[config.mk]
export PLATFORM = sky130hd
export DESIGN_NAME = regfile_wport_arbiter
export DESIGN_NICKNAME = d
export VERILOG_FILES = /design/src/rtl/regfile_wport_arbiter_pkg.sv /design/src/rtl/regfile_wport_arbiter_fifo.sv /design/src/rtl/regfile_wport_arbiter.sv
export SDC_FILE = /design/constraint.sdc
export NUM_CORES = 1
export LEC_CHECK = 0
export ABC_AREA = 1
export BUFFER_PORTS_ARGS = -buffer_cell sky130_fd_sc_hd__buf_2
export CORE_ASPECT_RATIO = 0.5
export CORE_MARGIN = 1.5
export CORE_UTILIZATION = 37
export DETAILED_ROUTE_END_ITERATION = 6
export SLEW_MARGIN = 20
export SYNTH_ARGS = -nofsm -noshare
export SYNTH_HDL_FRONTEND = slang
export SYNTH_HIERARCHICAL = 1
export SYNTH_SLANG_ARGS = --single-unit
[constraint.sdc]
create_clock -name clk -period 7.05 [get_ports clk]
set_clock_uncertainty 0.1 [all_clocks]
set_input_delay 0.705 -clock clk [delete_from_list [all_inputs] [get_ports clk]]
set_output_delay 0.705 -clock clk [all_outputs]
set_load 0.01 [all_outputs]
[src/rtl/regfile_wport_arbiter_pkg.sv]
// Shared types for the regfile write-port arbiter: register address, data word
// and the buffered long-latency result entry.
package regfile_wport_arbiter_pkg;

    localparam int NUM_REGS = 32;

    typedef logic [4:0]  reg_addr_t;
    typedef logic [31:0] word_t;

    typedef struct packed {
        reg_addr_t waddr;
        word_t     wdata;
    } lu_entry_t;

    function automatic logic [NUM_REGS-1:0] reg_mask(input reg_addr_t addr);
        logic [NUM_REGS-1:0] m;
        m       = '0;
        m[addr] = 1'b1;
        return m;
    endfunction

endpackage

[src/rtl/regfile_wport_arbiter_fifo.sv]
// wb_result_fifo: small FIFO of returned long-latency results with wrap-around
// pointers and an occupancy count.
module wb_result_fifo
    import regfile_wport_arbiter_pkg::*;
#(
    parameter int DEPTH = 2
) (
    input  logic                         clk,
    input  logic                         rst,
    input  logic                         push,
    input  lu_entry_t                    push_data,
    input  logic                         pop,
    output lu_entry_t                    head,
    output logic                         full,
    output logic                         empty,
    output logic [$clog2(DEPTH+1)-1:0]   count
);

    localparam int PTR_W = (DEPTH > 1) ? $clog2(DEPTH) : 1;
    localparam int CNT_W = $clog2(DEPTH + 1);

    lu_entry_t        mem [DEPTH];
    logic [PTR_W-1:0] wr_ptr;
    logic [PTR_W-1:0] rd_ptr;
    logic             do_push;
    logic             do_pop;

    function automatic logic [PTR_W-1:0] next_ptr(input logic [PTR_W-1:0] p);
        return (p == PTR_W'(DEPTH - 1)) ? '0 : p + PTR_W'(1);
    endfunction

    assign full    = (count == CNT_W'(DEPTH));
    assign empty   = (count == '0);
    assign do_push = push && !full;
    assign do_pop  = pop && !empty;
    assign head    = mem[rd_ptr];

    always_ff @(posedge clk or negedge rst) begin
        if (!rst) begin
            wr_ptr <= '0;
            rd_ptr <= '0;
            count  <= '0;
        end else begin
            if (do_push) wr_ptr <= next_ptr(wr_ptr);
            if (do_pop)  rd_ptr <= next_ptr(rd_ptr);
            case ({do_push, do_pop})
                2'b10:   count <= count + CNT_W'(1);
                2'b01:   count <= count - CNT_W'(1);
                default: count <= count;
            endcase
        end
    end

    // Storage needs no reset; the pointers and count define what is valid.
    always_ff @(posedge clk) begin
        if (do_push) mem[wr_ptr] <= push_data;
    end

endmodule

[src/rtl/regfile_wport_arbiter.sv]
// Shares the regfile write port between W-stage writeback and buffered long-latency
// results, and scoreboards pending destinations. Optional macro: RF_ARB_FORCE_DRAIN_EN.
module regfile_wport_arbiter
    import regfile_wport_arbiter_pkg::*;
#(
    parameter int FIFO_DEPTH   = 2,
    parameter int STARVE_LIMIT = 4
) (
    input  logic        clk,
    input  logic        rst,
    input  logic        wb_we,
    input  logic [4:0]  wb_waddr,
    input  logic [31:0] wb_wdata,
    input  logic        lu_issue_valid,
    input  logic [4:0]  lu_issue_waddr,
    output logic        lu_issue_ready,
    input  logic        lu_res_valid,
    input  logic [4:0]  lu_res_waddr,
    input  logic [31:0] lu_res_wdata,
    output logic        lu_res_ready,
    output logic        rf_we,
    output logic [4:0]  rf_waddr,
    output logic [31:0] rf_wdata,
    input  logic        re1,
    input  logic [4:0]  raddr1,
    input  logic        re2,
    input  logic [4:0]  raddr2,
    input  logic        weD,
    input  logic [4:0]  waddrD,
    output logic        stall_reqD_busy,
    output logic        stall_reqW_drain
);

    localparam int OUT_W = $clog2(FIFO_DEPTH + 1);

    logic [NUM_REGS-1:0] pending;
    logic [NUM_REGS-1:0] pend_eff;
    logic [NUM_REGS-1:0] pending_next;
    logic [OUT_W-1:0]    outstanding;

    lu_entry_t           head;
    lu_entry_t           res_entry;
    logic                fifo_full;
    logic                fifo_empty;
    logic [OUT_W-1:0]    unused_fifo_count;

    logic                w_owns;
    logic                issue;
    logic                push;
    logic                pop;

    assign w_owns         = wb_we && (wb_waddr != '0);
    assign lu_issue_ready = (outstanding < OUT_W'(FIFO_DEPTH));
    assign lu_res_ready   = !fifo_full;
    assign issue          = lu_issue_valid && lu_issue_ready;
    assign push           = lu_res_valid && lu_res_ready;
    assign pop            = !fifo_empty && !w_owns;
    assign res_entry      = '{waddr: lu_res_waddr, wdata: lu_res_wdata};

    wb_result_fifo #(.DEPTH(FIFO_DEPTH)) u_fifo (
        .clk       (clk),
        .rst       (rst),
        .push      (push),
        .push_data (res_entry),
        .pop       (pop),
        .head      (head),
        .full      (fifo_full),
        .empty     (fifo_empty),
        .count     (unused_fifo_count)
    );

    // A popped result to $0 is retired silently.
    always_comb begin
        rf_we    = 1'b0;
        rf_waddr = '0;
        rf_wdata = '0;
        if (w_owns) begin
            rf_we    = 1'b1;
            rf_waddr = wb_waddr;
            rf_wdata = wb_wdata;
        end else if (pop && (head.waddr != '0)) begin
            rf_we    = 1'b1;
            rf_waddr = head.waddr;
            rf_wdata = head.wdata;
        end
    end

    // The register being written this cycle is served by the regfile W bypass.
    always_comb begin
        pend_eff     = pending & ~(pop ? reg_mask(head.waddr) : '0);
        pending_next = pend_eff;
        if (issue && (lu_issue_waddr != '0)) pending_next = pending_next | reg_mask(lu_issue_waddr);
    end

    assign stall_reqD_busy = (re1 && (raddr1 != '0) && pend_eff[raddr1])
                          || (re2 && (raddr2 != '0) && pend_eff[raddr2])
                          || (weD && pend_eff[waddrD]);

    always_ff @(posedge clk or negedge rst) begin
        if (!rst) begin
            pending     <= '0;
            outstanding <= '0;
        end else begin
            pending <= pending_next;
            case ({issue, pop})
                2'b10:   outstanding <= outstanding + OUT_W'(1);
                2'b01:   outstanding <= outstanding - OUT_W'(1);
                default: outstanding <= outstanding;
            endcase
        end
    end

`ifdef RF_ARB_FORCE_DRAIN_EN
    localparam int STARVE_W = $clog2(STARVE_LIMIT + 1);

    logic [STARVE_W-1:0] starve_cnt;

    assign stall_reqW_drain = (starve_cnt == STARVE_W'(STARVE_LIMIT));

    // Clearing on the drain pulse itself keeps it single-cycle even if W is not frozen.
    always_ff @(posedge clk or negedge rst) begin
        if (!rst) begin
            starve_cnt <= '0;
        end else if (pop || stall_reqW_drain) begin
            starve_cnt <= '0;
        end else if (!fifo_empty && w_owns) begin
            starve_cnt <= starve_cnt + STARVE_W'(1);
        end
    end
`else
    logic unused_starve_limit;

    assign unused_starve_limit = ^STARVE_LIMIT;
    assign stall_reqW_drain    = 1'b0;
`endif

endmodule

======== Yosys cells after proc, flatten, opt, wreduce, memory -nomap -nowiden ========
Memories as Yosys holds them, arrays and structs flattened.
Cells that the tools add are included.
word-level totals
  register bits ........................... 38
  RAM bits ................................ 74
  input port bits ......................... 102
  memories kept ........................... 1
memory list
  name        words  bits a word  rd ports  clocked after memory_dff  wr ports  line                              source
  u_fifo.mem  2      37           1         0                         1         regfile_wport_arbiter_fifo.sv:22  lu_entry_t mem [DEPTH];
operators by class
  add/sub/neg operators ................... 6
  order comparisons ....................... 8
  equal/unequal tests ..................... 5
  mux-type cells .......................... 24
  bitwise gates (word level) .............. 3
  reductions and logical operators ........ 28
operators by type and width
  operator                                                    number
  2-to-1 mux 32 bit                                           4
  bitwise AND 32 bit                                          1
  NOT 32 bit                                                  1
  OR 32 bit                                                   1
  less-than comparator 5 x 6 -> 1 bit, second input constant  5
  nonzero test 5 bit                                          5
  binary-select mux 1 bit (select 5 bit)                      3
  logical AND 1 bit                                           15
  2-to-1 mux 1 bit                                            11
  demux 1 bit (select 5 bit)                                  2
  >= comparator 5 x 1 -> 1 bit, second input constant         2
  2-to-1 mux 5 bit                                            2
  case mux 2 bit (2 select lines)                             2
  equality test 2 bit, second input constant                  3
  adder 2 x 1 -> 2 bit, second input constant                 2
  equality test 2 x 1 -> 1 bit, second input constant         2
  nonzero test 2 bit                                          2
  subtractor 2 x 1 -> 2 bit, second input constant            2
  logical NOT 1 bit                                           3
  adder 1 bit, second input constant                          2
  logical NOT 2 bit                                           1
  logical OR 1 bit                                            2
  less-than comparator 2 bit, second input constant           1

======== Logic depth before layout (Yosys ltp) ========
Gate-level depths: netlist of run 1.
An unclocked memory read counts as a cell.
  word-level depth ........................ 13
  mapped depth ............................ 17

======== Cells and area by module ========
The synthesis of run 1 kept the hierarchy.
modules (own cells, without submodules)
  module                 instances  cells an instance  area an instance (sq um)  sequential area each (sq um)
  regfile_wport_arbiter  1          574                3,540.9                   850.8
  wb_result_fifo         1          226                2,939.1                   2,322.2

======== Least setup slack after synthesis of run 1 ========
OpenSTA, ideal clock, no wires.
  kind .................................... input to register
  from .................................... input lu_res_valid
  to ...................................... memory u_fifo/mem[1][0] in the netlist's numbering, enable pin
  setup time .............................. 0.431 ns
  arrival time ............................ 2.512 ns
  data required time ...................... 6.519 ns
  setup slack ............................. 4.007 ns
  stages .................................. 4
  cell sequence ........................... inv_1 > nor2_1 > o21ai_1 > nor2_1
between the ends
  word-level cells in the longest chain between the ends .. 4
ends and longest elaborated chain
  element                                 line                              source
  start: declaration                      regfile_wport_arbiter.sv:17       input logic lu_res_valid,
  logical AND 1 bit                       regfile_wport_arbiter.sv:56       assign push = lu_res_valid && lu_res_ready;
  named net push                          regfile_wport_arbiter.sv:49       logic push;
  logical AND 1 bit                       regfile_wport_arbiter_fifo.sv:34  assign do_push = push && !full;
  2-to-1 mux 1 bit                        regfile_wport_arbiter_fifo.sv:56  if (do_push) mem[wr_ptr] <= push_data;
  2-to-1 mux 1 bit (implied by the code)  regfile_wport_arbiter_fifo.sv:56
  end: declaration                        regfile_wport_arbiter_fifo.sv:22
The timed path passes the listed nets, and every way through them passes these cells.

==> metrics.md, run 1 <==
| Metric | Value |
|---|---|
| Worst slew margin | `0.3512` |
| Post-route cell area | `7599 sq um` |
| CP max-delay cell | `clkinv_1` |
| Worst-path fanout max | `39` |
| Ys Warns | `6` |
| Psw | `1090 uW` |
| Vias | `~6,200` |
| Synth Area in XOR/XNOR | `0.004055` |
| Fraction of the cycle the final worst path needs | `0.6296` |
| Initial DRC Count | `around 600` |
| Final setup violation count | `0` |
| Crit end category | `output pin` |
| Layout Utilization | `0.4533` |
| Pre-CTS setup slack | `about 2.6 ns` |
| Crit path top cell by count | `nand2_1` |
| Hold Buf Count CTS | `0` |
| Clock power share | `0.197` |
| Post-DRT Antenna Nets | `0` |
| Synth Cell Area | `around 6500 sq um` |
| Crit path max-delay family | `buffers and inverters` |
| Area Growth Syn to Fin | `17.26%` |
| IO Port Bufs | `142` |
| Least-Margin Pin Slew | `0.9673 ns` |
| Layout cells sized above 1 | `0.2148` |
| Syn nets | `904` |
| Ports | `144` |
| Inserted Diodes | `0` |
| Grt ovf | `0` |
| Tightest Hold Check Type | `primary input to asynchronous set/reset pin` |
| Post-synthesis sequential area ratio | `0.4897` |
| Initial Utilization | `0.3866` |
| Largest net degree at the start of global routing | `40` |
| Total core area | `16,760 sq um` |
| Synth Area in Adders | `0.003862` |
| Total routed wirelength | `just under 20 mm` |
| Synth Register Bits | `112` |
| CTS buffer count | `9` |
| HPWL after DPL | `13.49 mm` |
| Vias in the first global route | `5,540` |
| Drt wl/cell | `17.08 microns` |
| Ys async rst share | `0.3393` |
| Clk_lat worst skew | `0.35 ns` |
| Setup_tns | `0 ns` |
| Worst path max stage delay | `0.77 ns` |
| Post-synth top flop | `edfxtp_1` |
| Hold Vio Cnt, Final | `0` |
| Setup WS post-layout | `between 2 and 3 ns` |
| Detailed Routing Iterations Pass 1 | `7` |
| Routability cong. | `0.9201` |
| Largest area contributor in the netlist | `edfxtp_1` |
| Tmin final | `4.439 ns` |
| Post-synthesis area per instance | `8.100 sq um` |
| Number of flops mapped to enable cells by yosys | `74` |
| Setup Fix Bufs, Post-CTS | `0` |
| Fmax | `between 0.2 and 0.25 GHz` |
| Via density | `5.396` |
| Clock transition at path regs | `0.08 ns` |
| Residual DRC | `0` |
| Max_cap viols | `0` |
| Initial antenna violation count | `1` |
| Largest family of logic cells by synthesized area | `simple AND/OR/NAND/NOR gates` |
| Clock sink total | `between 100 and 150` |
| Synth top area share | `0.3429` |
| CP required | `6.24 ns` |
| LEAKAGE | `0.003399 uW` |
| Cell Area, Placed | `about 7300 sq um` |
| Peak supply drop | `between 100 and 150 uV` |
| Internal power | `1512 uW` |
| Die ar. | `18,360 sq um` |
| Syn Inst Count | `800` |
| Crit path launch type | `register` |
| Global-route wire length before repair | `between 30 and 40 mm` |
| Nets | `just over 1,000` |
| H-tree Lvls | `3` |
| Die H | `around 97 microns` |
| Final-report max-slew violation count | `0` |
| Maximum clock path buffer count | `2` |
| Num rows | `33` |
| Comb pwr share | `0.405` |
| Critical Setup Path Class | `register to output pin` |
| Crit path cell chain | `buf_4, inv_2, nand2_1, nand2_1, inv_1, nand3_1, nor2_1, clkinv_1, nand3_1, nand2_1, buf_2` |
| Mux cell area share after synthesis | `0` |
| Switching Share | `0.4188` |
| Total power per unit cell area | `342.4 nW/um^2` |
| CTS root buf | `clkbuf_16` |
| Compound-Gate Fraction of Synth Area | `0.03186` |
| CTS tree | `yes` |
| WP buf/inv | `5` |
| Outcome | `complete, no violations` |
| Count of cell types in the netlist | `28` |
| Simple-Gate Fraction of Synth Area | `0.4070` |
| Resized Gates After CTS | `0` |
| Die W | `190.2 microns` |
| Sequential power share | `0.398` |
| Hold slack | `0.3763 ns` |
| Ranking of synthesized cells by area | `edfxtp_1 (34%), nand3_1 (21%), dfrtp_1 (15%)` |
| RSZ-0062 raised after global routing | `no` |
| GRT Util Overall | `0.2165` |
| Arr. time, crit path | `3.63 ns` |
## cell families after synthesis
group	count (synthesis)
AO/OA/AOI/OAI	41
XOR/XNOR	3
adder cells (fa/ha/maj)	2
buffers and inverters	88
flip-flops	112
other	1
AND/OR/NAND/NOR	553
## cell usage in the layout, fill, tap and decap left out, drive strengths merged
cell type and count:
clkbuf 9, clkinv 9, ha 2, nor2 37, edfxtp 74, buf 146
dfrtp 38, conb 1, nand2 207, xor2 1, o21ai 39, o22ai 1
a21oi 1, xnor2 2, inv 46, nand4 5, nand3 304
## cells in the mapped netlist (3+ instances only)
master	instances
inv_1	41
buf_1	6
nand4_1	4
buf_6	7
nand2_1	205
o21ai_0	38
nand3_1	276
nor2_1	35
buf_4	3
dfrtp_1	38
clkbuf_1	13
inv_2	3
edfxtp_1	74
buf_2	11
nand3_2	27
clkinv_1	4
## per-layer routing
layer / vias up / track usage / routed length, microns
met5: - / 0 / 12
met4: 2 / 0.03609 / 142
met3: 17 / 0.05959 / 1727
met2: 260 / 0.3479 / 8794
met1: 2927 / 0.2979 / 8948
li1: 2994 / - / -
## final timing paths
check | from | to | slack [ns] | cells past startpoint
setup / recovery | u_fifo/rd_ptr | rf_wdata[18] | 2.61 | 11
hold / removal | rst | pending[26] | 0.38 | 1
setup reg to reg | u_fifo/count[0] | outstanding[1] | 4.29 | 11
hold reg to reg | u_fifo/count[1] | u_fifo/count[1] | 0.38 | 2
max in group asynchronous | rst | u_fifo/count[1] | 5.89 | 1
min in group clk | u_fifo/count[1] | u_fifo/count[1] | 0.38 | 2
## final cells by class
| type | count | area, sq um |
|---|---|---|
| Timing Repair Buffer | 146 | 753.2 |
| Tap cell | 227 | 284.0 |
| Clock buffer | 9 | 225.2 |
| Clock inverter | 7 | 76.32 |
| Fill cell | 1734 | 9165 |
| Sequential cell | 112 | 3173 |
| Multi-Input combinational cell | 600 | 2907 |
| Inverter | 48 | 180.2 |
## metrics by stage
step                      instances  power, uW
final                          1149       2602
after global routing           1149       2797
after CTS                      1149       2616
after detailed placement       1133       2104
after global placement         1132       2083
after floorplan                 800       1796
## worst reg2reg max path, stage by stage (launching register included)
cell and delay (ns):
dfrtp_1 0.44, inv_2 0.05, nand2_1 0.11, inv_1 0.05, inv_1 0.04, buf_4 0.40, nand2_2 0.17, inv_2 0.52
ha_1 0.39, a21oi_1 0.12, o21ai_0 0.11, xor2_1 0.15
## state kept, by name, indices dropped and copies added (netlist names)
name and flops:
pending 32, u_fifo/count 2, u_fifo/wr_ptr 1, outstanding 2
u_fifo/mem 74, u_fifo/rd_ptr 1
## power by group through the flow
stage	clock network [uW]	registers, uW	logic [uW]
finish	513	1030	1050
CTS	522	1030	1060
global route	549	1060	1190
detailed placement	0	1050	1060
global placement	0	1040	1040
floorplan	0	1020	771
Note: power is estimated with default switching activity, not from simulation.
==> inputs of run 2 (changes only) <==
==> constraint.sdc (replaced) <==
create_clock -name clk -period 4.5 [get_ports clk]
set_clock_uncertainty 0.1 [all_clocks]
set_input_delay 0.45 -clock clk [delete_from_list [all_inputs] [get_ports clk]]
set_output_delay 0.45 -clock clk [all_outputs]
set_load 0.01 [all_outputs]
==> run 2 against run 1 <==
Against the previous run: sequential power rose by 58%; count of clock-buffer cells in the layout unchanged; register-to-register slack got worse by 2.4 ns; first-iteration DRC count grew 1.0%; non-clock buffer count is 2 higher; clock power increased by 55%; largest cell class unchanged; combinational power grew 58%.
==> metrics.md, run 2 (synthesis gave the netlist of run 1 again) <==
| Metric | Value |
|---|---|
| Outcome | `complete, no violations` |
| Num rows | `33 (unchanged)` |
| Drt wl/cell | `17.37 microns (+1.7%)` |
| Layout Utilization | `0.4541 (+0.0008210)` |
| CTS tree | `yes` |
| Total routed wirelength | `20.01 mm (+1.9%)` |
| Crit path max-delay family | `simple AND/OR/NAND/NOR gates` |
| Vias | `6,217 (+0.27%)` |
| Max_cap viols | `0 (unchanged)` |
| Least-Margin Pin Slew | `0.9367 ns (-0.03058 ns)` |
| Die H | `96.58 microns (unchanged)` |
| RSZ-0062 raised after global routing | `no` |
| Setup_tns | `0 ns (unchanged)` |
| Initial DRC Count | `608 (+1.0%)` |
| Resized Gates After CTS | `0 (unchanged)` |
| Routability cong. | `0.9156 (-0.49%)` |
| Largest net degree at the start of global routing | `39 (-2.5%)` |
| CTS buffer count | `9 (unchanged)` |
| Crit path cell chain | `inv_2, nand2_1, nand2_1, inv_1, nor2_1, inv_1, nor2_1, nand3_2, nand3_1, nand3_1, nand3_1, nand3_1, nand2_1, nand2_1, nand3_1, nand3_1, buf_2` |
| Crit path top cell by count | `nand3_1` |
| Nets | `1,023 (+0.20%)` |
| Clk_lat worst skew | `0.36 ns (about the same)` |
| CTS root buf | `clkbuf_16` |
| Setup Fix Bufs, Post-CTS | `0 (unchanged)` |
| Crit end category | `output pin` |
| Final setup violation count | `0 (unchanged)` |
| HPWL after DPL | `13.64 mm (+1.1%)` |
| Max reg flops | `74 (unchanged)` |
| Post-DRT Antenna Nets | `0 (unchanged)` |
| Tightest Hold Check Type | `primary input to asynchronous set/reset pin` |
| Clock sink total | `112 (unchanged)` |
| Crit path launch type | `register` |
| Psw | `1717 uW (+58%)` |
| Vias in the first global route | `5,726 (+3.4%)` |
| Internal power | `2373 uW (+57%)` |
| Sequential power share | `0.398 (about the same)` |
| Initial Utilization | `0.3866 (unchanged)` |
| Leading cell type in the layout, fill and taps excluded | `nand3_1` |
| Area Growth Syn to Fin | `17.47%` |
| Grt ovf | `0 (unchanged)` |
| Final-report max-slew violation count | `0 (unchanged)` |
| Ports | `144 (unchanged)` |
| GRT Util Overall | `0.2267 (+0.01017)` |
| Switching Share | `0.4198 (+0.0009294)` |
| Detailed Routing Iterations Pass 1 | `5 (-2)` |
| H-tree Lvls | `3 (unchanged)` |
| Peak supply drop | `219.3 uV (+61%)` |
| Maximum clock path buffer count | `2 (unchanged)` |
| Fraction of the cycle the final worst path needs | `0.7948` |
| Comb pwr share | `0.407 (+0.002)` |
| Clock transition at path regs | `0.08 ns (about the same)` |
| IO Port Bufs | `142 (unchanged)` |
| Fmax | `0.2796 GHz` |
| Worst path max stage delay | `0.51 ns (-0.26 ns)` |
| CP required | `3.95 ns (-2.29 ns)` |
| Layout cells sized above 1 | `0.2175 (+0.002782)` |
| Hold Buf Count CTS | `0 (unchanged)` |
| Commonest non-fill, non-tap cells in the layout | `nand3_1 (276), nand2_1 (205), buf_2 (142)` |
| Initial antenna violation count | `3 (+2)` |
| LEAKAGE | `0.003402 uW (about the same)` |
| Global-route wire length before repair | `31.44 mm (+4.5%)` |
| Largest regs | `u_fifo/mem x74, pending x32` |
| Largest reg by FF count | `u_fifo/mem` |
| Die ar. | `18,360 sq um (unchanged)` |
| Via density | `5.397 (about the same)` |
| WP buf/inv | `4 (-1)` |
| Worst slew margin | `0.3755 (+0.02438)` |
| CP max-delay cell | `inv_2` |
| Total power per unit cell area | `537.2 nW/um^2 (+57%)` |
| Worst-path fanout max | `38 (-2.6%)` |
| Critical Setup Path Class | `register to output pin` |
| Total core area | `16,760 sq um (unchanged)` |
| Arr. time, crit path | `3.03 ns (-0.60 ns)` |
| Clock power share | `0.195 (-0.002)` |
| Hold Vio Cnt, Final | `0 (unchanged)` |
| Die W | `190.2 microns (unchanged)` |
| Tmin final | `3.577 ns` |
| Residual DRC | `0 (unchanged)` |
## run 2: cell types whose count changed in the layout (fill, tap and decap cells not counted), sizes merged
cell / change
clkinv: -3
buf: +2
clkinvlp: +2
diode: +1
inv: +1
## run 2: power groups by stage
| stage | Combinational (uW) | Sequential, uW | Clock [uW] |
|---|---|---|---|
| 2_1_floorplan | 1210 | 1610 | 0 |
| 3_3_place_gp | 1650 | 1640 | 0 |
| 3_5_place_dp | 1680 | 1640 | 0 |
| 4_1_cts | 1680 | 1620 | 817 |
| 5_1_grt | 1910 | 1660 | 853 |
| 6_report | 1660 | 1630 | 797 |
## run 2: worst register-to-register path, stage by stage, from the launching register on
cell and delay (ns):
dfrtp_1 0.44, inv_2 0.06, nand2_1 0.10, inv_1 0.05
inv_1 0.04, buf_4 0.40, nand2_2 0.18, inv_2 0.09
buf_4 0.36, ha_1 0.35, a21oi_1 0.11, o21ai_0 0.10
xor2_1 0.15
## run 2: final timing paths
check	from	to	slack [ns]	depth (start not counted)
setup / recovery	u_fifo/rd_ptr	stall_reqD_busy	0.92	17
hold / removal	rst	pending[25]	0.12	1
setup reg to reg	u_fifo/count[0]	outstanding[1]	1.85	12
hold reg to reg	u_fifo/count[1]	u_fifo/count[1]	0.39	2
max in group asynchronous	rst	pending[20]	3.59	1
min in group clk	lu_res_wdata[0]	u_fifo/mem[1][0]	0.17	1
## run 2: cell type report
class / count / area, sq um
Fill cell: 1731 / 9151
Sequential cell: 112 / 3173
Multi-Input combinational cell: 600 / 2907
Timing Repair Buffer: 148 / 775.7
Tap cell: 227 / 284.0
Clock buffer: 9 / 225.2
Inverter: 48 / 180.2
Clock inverter: 7 / 65.06
Antenna cell: 1 / 2.502
## run 2: layer usage
| layer | GRT usage | routed length [microns] | part of all wire | vias to the layer above |
|---|---|---|---|---|
| met1 | 0.3078 | 8733 | 0.44 | 2879 |
| met2 | 0.3470 | 8811 | 0.44 | 292 |
| li1 | - | - | - | 3002 |
| met5 | 0 | 20 | 0.0010 | - |
| met4 | 0.07612 | 425 | 0.021 | 4 |
| met3 | 0.06753 | 2018 | 0.10 | 40 |
## run 2: through the flow
stage	setup WS, ns	total power (uW)	hold WS (ns)	cells	area [sq um]
CTS	0.9031	4122	0.1598	1151	7610
finish	0.9233	4089	0.1197	1152	7612
global route	0.5624	4422	0.1588	1152	7612
detailed placement	1.188	3320	0.3705	1135	7320
global placement	1.235	3285	0.3557	1134	7292
floorplan	1.647	2814	0.05441	800	6480
